## src/rtl/multicycle_control_unit.sv

```systemverilog
// Multicycle CPU sequencing controller: a state register plus a combinational decode
// of the registered state, OpCode and Zero that drives every datapath control line.
module multicycle_control_unit (
    input  logic       CLK,
    input  logic       Reset,
    input  logic [5:0] OpCode,
    input  logic       Zero,
    output logic [2:0] State,
    output logic       PCWre,
    output logic       IRWre,
    output logic       RegWre,
    output logic       RegDst,
    output logic       ALUSrcB,
    output logic       ExtSel,
    output logic [2:0] ALUOp,
    output logic       DataMemRW,
    output logic       DBDataSrc,
    output logic [1:0] PCSrc,
    output logic       Halted
);

    typedef enum logic [2:0] {
        S_IF     = 3'b000,
        S_ID     = 3'b001,
        S_EXE_LS = 3'b010,
        S_MEM    = 3'b011,
        S_WB_LD  = 3'b100,
        S_EXE_BR = 3'b101,
        S_EXE_AL = 3'b110,
        S_WB_AL  = 3'b111
    } state_t;

    localparam logic [5:0] OP_ADD  = 6'b000000;
    localparam logic [5:0] OP_SUB  = 6'b000001;
    localparam logic [5:0] OP_ADDI = 6'b000010;
    localparam logic [5:0] OP_OR   = 6'b010000;
    localparam logic [5:0] OP_AND  = 6'b010001;
    localparam logic [5:0] OP_ORI  = 6'b010010;
    localparam logic [5:0] OP_SLT  = 6'b100110;
    localparam logic [5:0] OP_SW   = 6'b110000;
    localparam logic [5:0] OP_LW   = 6'b110001;
    localparam logic [5:0] OP_BEQ  = 6'b110100;
    localparam logic [5:0] OP_J    = 6'b111000;
    localparam logic [5:0] OP_HALT = 6'b111111;

    localparam logic [2:0] ALU_ADD = 3'b000;
    localparam logic [2:0] ALU_SUB = 3'b001;
    localparam logic [2:0] ALU_OR  = 3'b010;
    localparam logic [2:0] ALU_AND = 3'b011;
    localparam logic [2:0] ALU_SLT = 3'b100;

    state_t r_state;
    state_t w_next;

    logic w_is_rtype;
    logic w_is_imm;
    logic w_is_alu;
    logic w_is_sw;
    logic w_is_lw;
    logic w_is_beq;
    logic w_is_j;
    logic w_is_halt;
    logic w_is_undef;

    always_comb begin
        w_is_rtype = (OpCode == OP_ADD) || (OpCode == OP_SUB) || (OpCode == OP_OR) ||
                     (OpCode == OP_AND) || (OpCode == OP_SLT);
        w_is_imm   = (OpCode == OP_ADDI) || (OpCode == OP_ORI);
        w_is_alu   = w_is_rtype || w_is_imm;
        w_is_sw    = (OpCode == OP_SW);
        w_is_lw    = (OpCode == OP_LW);
        w_is_beq   = (OpCode == OP_BEQ);
        w_is_j     = (OpCode == OP_J);
        w_is_halt  = (OpCode == OP_HALT);
        w_is_undef = !(w_is_alu || w_is_sw || w_is_lw || w_is_beq || w_is_j || w_is_halt);
    end

    always_ff @(posedge CLK) begin
        if (Reset) begin
            r_state <= S_IF;
        end else begin
            r_state <= w_next;
        end
    end

    always_comb begin
        w_next = S_IF;
        case (r_state)
            S_IF:     w_next = S_ID;
            S_ID: begin
                if (w_is_alu)                w_next = S_EXE_AL;
                else if (w_is_lw || w_is_sw) w_next = S_EXE_LS;
                else if (w_is_beq)           w_next = S_EXE_BR;
                else if (w_is_halt)          w_next = S_ID;
                else                         w_next = S_IF;
            end
            S_EXE_AL: w_next = S_WB_AL;
            S_WB_AL:  w_next = S_IF;
            S_EXE_LS: w_next = S_MEM;
            S_MEM:    w_next = w_is_lw ? S_WB_LD : S_IF;
            S_WB_LD:  w_next = S_IF;
            S_EXE_BR: w_next = S_IF;
            default:  w_next = S_IF;
        endcase
    end

    assign State = r_state;

    // Every control output is held low while Reset is high, so an abort writes nothing.
    always_comb begin
        PCWre     = 1'b0;
        IRWre     = 1'b0;
        RegWre    = 1'b0;
        RegDst    = 1'b0;
        ALUSrcB   = 1'b0;
        ExtSel    = 1'b0;
        ALUOp     = ALU_ADD;
        DataMemRW = 1'b0;
        DBDataSrc = 1'b0;
        PCSrc     = 2'b00;
        Halted    = 1'b0;
        if (!Reset) begin
            RegDst  = w_is_rtype;
            ALUSrcB = w_is_imm || w_is_lw || w_is_sw;
            ExtSel  = (OpCode != OP_ORI);
            case (OpCode)
                OP_SUB, OP_BEQ: ALUOp = ALU_SUB;
                OP_OR, OP_ORI:  ALUOp = ALU_OR;
                OP_AND:         ALUOp = ALU_AND;
                OP_SLT:         ALUOp = ALU_SLT;
                default:        ALUOp = ALU_ADD;
            endcase
            case (r_state)
                S_IF:     IRWre = 1'b1;
                S_ID: begin
                    PCWre  = w_is_j || w_is_undef;
                    PCSrc  = w_is_j ? 2'b10 : 2'b00;
                    Halted = w_is_halt;
                end
                S_MEM: begin
                    PCWre     = w_is_sw;
                    DataMemRW = w_is_sw;
                end
                S_WB_LD: begin
                    PCWre     = 1'b1;
                    RegWre    = 1'b1;
                    DBDataSrc = 1'b1;
                end
                S_EXE_BR: begin
                    PCWre = 1'b1;
                    PCSrc = Zero ? 2'b01 : 2'b00;
                end
                S_WB_AL: begin
                    PCWre  = 1'b1;
                    RegWre = 1'b1;
                end
                default: ;
            endcase
        end
    end

endmodule

```

## config.mk

```make
export PLATFORM = sky130hd
export DESIGN_NAME = multicycle_control_unit
export DESIGN_NICKNAME = d
export VERILOG_FILES = /design/src/rtl/multicycle_control_unit.sv
export SDC_FILE = /design/constraint.sdc
export NUM_CORES = 1
export LEC_CHECK = 0
export CORE_ASPECT_RATIO = 1.1
export CORE_MARGIN = 2
export CORE_UTILIZATION = 34
export CTS_BUF_LIST = sky130_fd_sc_hd__clkbuf_16
export DETAILED_ROUTE_END_ITERATION = 6
export GPL_TIMING_DRIVEN = 1
export PLACE_DENSITY_LB_ADDON = 0.1
export SYNTH_ARGS = -nofsm -noshare
export SYNTH_HDL_FRONTEND = slang
export SYNTH_SLANG_ARGS = --single-unit
export TNS_END_PERCENT = 50
```

## constraint.sdc

```tcl
create_clock -name CLK -period 2.2 [get_ports CLK]
set_input_delay 0.66 -clock CLK [delete_from_list [all_inputs] [get_ports CLK]]
set_output_delay 0.66 -clock CLK [all_outputs]
set_load 0.01 [all_outputs]
```

==> metrics.csv <==
metric;value;unit
final_cell_area;983;sq um
synthCells;73;
cts_tree;built;
diodes;0;
start_util;36.0;%
holdCritPathClass;reg -> reg;
min_period;2.39;ns
synth_nets;82;
rows;14;
synth_flop_cell;dfxtp_1;
peakVddDrop;0.417;mV
netlist_top_cells_area;dfxtp_1 (12%), nand2_1 (6.9%), nor2_1 (6.9%);
pwr-share-comb;28.3;%
cp-end-kind;primary output;
coreArea;0.00137;sq mm
synthMuxAreaShare;0;%
cts_max_path_buffers;2;
ant_nets;0;
met1_length;691;microns
dieArea;0.00177;sq mm
highest_layer;met4;
fp.dieW;40.3;microns
setup_viol;6;
dr.pass1.iters;6;
antenna_found_initial;0;
grt_pass1_vias;731;
io_pins;26;
status;finished, violations left;
wl_per_cell;14.1;microns
async_reset_ff_share;0;%
die_h;43.9;microns
cts-root-buf;clkbuf_16;
wirelength;1870;microns
numPortBuffers;25;
synth_top_area_share;12.2;%
yosysWarnings;0;
cp.arrival;1.73;ns
synth_cell_types;32;
start_kind;primary input;
gp_congestion;0.835;
ys_ff_latch;3;
synth-simple-area-share;50.1;%
place_hpwl;1300;microns
hold_viol_final;0;
largest_register_ffs;3;
max_slew_margin;84.2;%
h-tree-depth;1;
remaining_drc_errors;0;
placed_area;892;sq um
grtUsageTotal;24.3;%
cts.clk_slew.worst_paths;0.03;ns
final_nets;127;
critPathKind;in -> out;
clock_sink_count;3;
worst_slew_pin_slew;0.236;ns
p_clk_share;59.1;%
synth_top_family_by_area;simple AND/OR/NAND/NOR gates;
netlist_area;492;sq um
cts_buffers;3;
rsz0062_at_grt;yes;
finalWorstSetupSlack;-0.185;ns
vias_per_cell;5.38;
synth_xor_xnor_area_share;0;%
fmax;0.419;GHz
violations;negative setup slack;
vias;716;
drv_slew;0;
finClkSkew;0.000693;ns
drt_iter0_drc;24;
syn_to_final_growth;100;%
crit_fanout;2;
post-route-period-util;108;%
cap_violations;0;
grt_pass1_wl;3060;microns
p_leak;0.459;nW
synth-seq-area-share;12.2;%
synthAdderAreaFrac;0;%
utilization;72.0;%
netSwitchingFraction;24.0;%
synth-edff-count;0;
drive_gt1_share;56.4;%
syn_area_per_cell;6.74;sq um
p_sw;0.113;mW
yosysTopAreaCell;dfxtp_1;
powerDensity;480;mW/mm^2
p_int;0.359;mW
dr_wl_met2;1040;microns
grt_remaining_overflow;0;
grt_max_degree;11;
seq_power_share;12.6;%
clk_latency;0.22;ns
cp.required;1.54;ns
synth_compound_area_share;24.7;%
wl_met3;101;microns
path summary, 6_finish.rpt:
check / slack [ns] / end / startpoint / cells past startpoint
min: 0.52 / State[0]$_SDFF_PP0_ / State[2]$_SDFF_PP0_ / 1
min reg2reg: 0.52 / State[0]$_SDFF_PP0_ / State[2]$_SDFF_PP0_ / 1
max: -0.19 / PCWre / Reset / 6
max reg2reg: 0.88 / State[2]$_SDFF_PP0_ / State[0]$_SDFF_PP0_ / 5
Yosys cell counts, types with 3 or more instances:
| cell | number |
|---|---|
| a21oi_1 | 3 |
| nor3b_1 | 3 |
| inv_1 | 4 |
| buf_2 | 3 |
| nand2_1 | 9 |
| buf_4 | 3 |
| nor2b_1 | 4 |
| nor3_1 | 4 |
| dfxtp_1 | 3 |
| nor2_1 | 9 |
layout make-up:
| class | count | area (sq um) |
|---|---|---|
| clock buffer | 3 | 75.1 |
| clock inverter | 1 | 3.75 |
| fill | 120 | 383 |
| inverter | 4 | 15.0 |
| multi-input combinational | 59 | 467 |
| sequential | 3 | 60.1 |
| tap | 16 | 20.0 |
| timing repair buffer | 47 | 343 |
power by group through the flow:
stage	registers [mW]	logic (mW)	clock network [mW]
2_1_floorplan	0.0611	0.0593	0
3_3_place_gp	0.0595	0.122	0
3_5_place_dp	0.0595	0.123	0
4_1_cts	0.0593	0.129	0.285
5_1_grt	0.0594	0.144	0.289
6_report	0.0593	0.134	0.279
through the flow:
| stage | power, mW | hold WS, ns | setup slack, ns | TNS (ns) | instances |
|---|---|---|---|---|---|
| 4_1_cts | 0.473 | 0.526 | -0.195 | -0.683 | 133 |
| 5_1_grt | 0.492 | 0.541 | -0.208 | -0.834 | 133 |
| 3_3_place_gp | 0.181 | 0.502 | -0.908 | -10.90 | 129 |
| 2_1_floorplan | 0.120 | 0.578 | -0.0797 | -0.155 | 73 |
| 3_5_place_dp | 0.182 | 0.522 | -0.936 | -10.97 | 129 |
| 6_report | 0.472 | 0.521 | -0.185 | -0.651 | 133 |
critical path: stages:
cell     delay (ns)
buf_6          0.09
or3_4          0.40
nor3_4         0.19
a31oi_2        0.12
o32ai_2        0.10
buf_2          0.17
cell families (layout without fill, tap and decap cells):
| group | Yosys count | in the layout |
|---|---|---|
| DFF | 3 | 3 |
| and+or+nand+nor | 44 | 44 |
| buffers and inverters | 11 | 55 |
| AOI/OAI and AO/OA | 15 | 15 |
cells in the final DEF (no fill, tap or decap), drive strengths merged, types with 2 or more instances in the layout:
cell,n
nand2b,2
clkbuf,6
nor2,9
a41oi,2
or3,2
nor3b,3
nor2b,4
buf,39
o2bb2ai,2
nor4,2
a21oi,4
inv,5
nand2,9
clkdlybuf4s50,4
nor3,5
and4,2
dfxtp,3
nand3,2
timing repair:
action / 4_1_cts / 5_1_grt
cloned: 0 / 0
setup buffers: 0 / 0
pin swaps: 11 / 6
hold buffers: 0 / 0
gates resized for setup: 94 / 11
endpoints found under the setup margin: 14 / 11
endpoints found under the hold margin: 0 / 0
routing by layer:
metal,track usage (%),vias up
li1,-,351
met1,26.1,325
met2,45.8,34
met3,3.59,6
met4,7.33,0
met5,0,-
(Power assumes the default switching activity.)
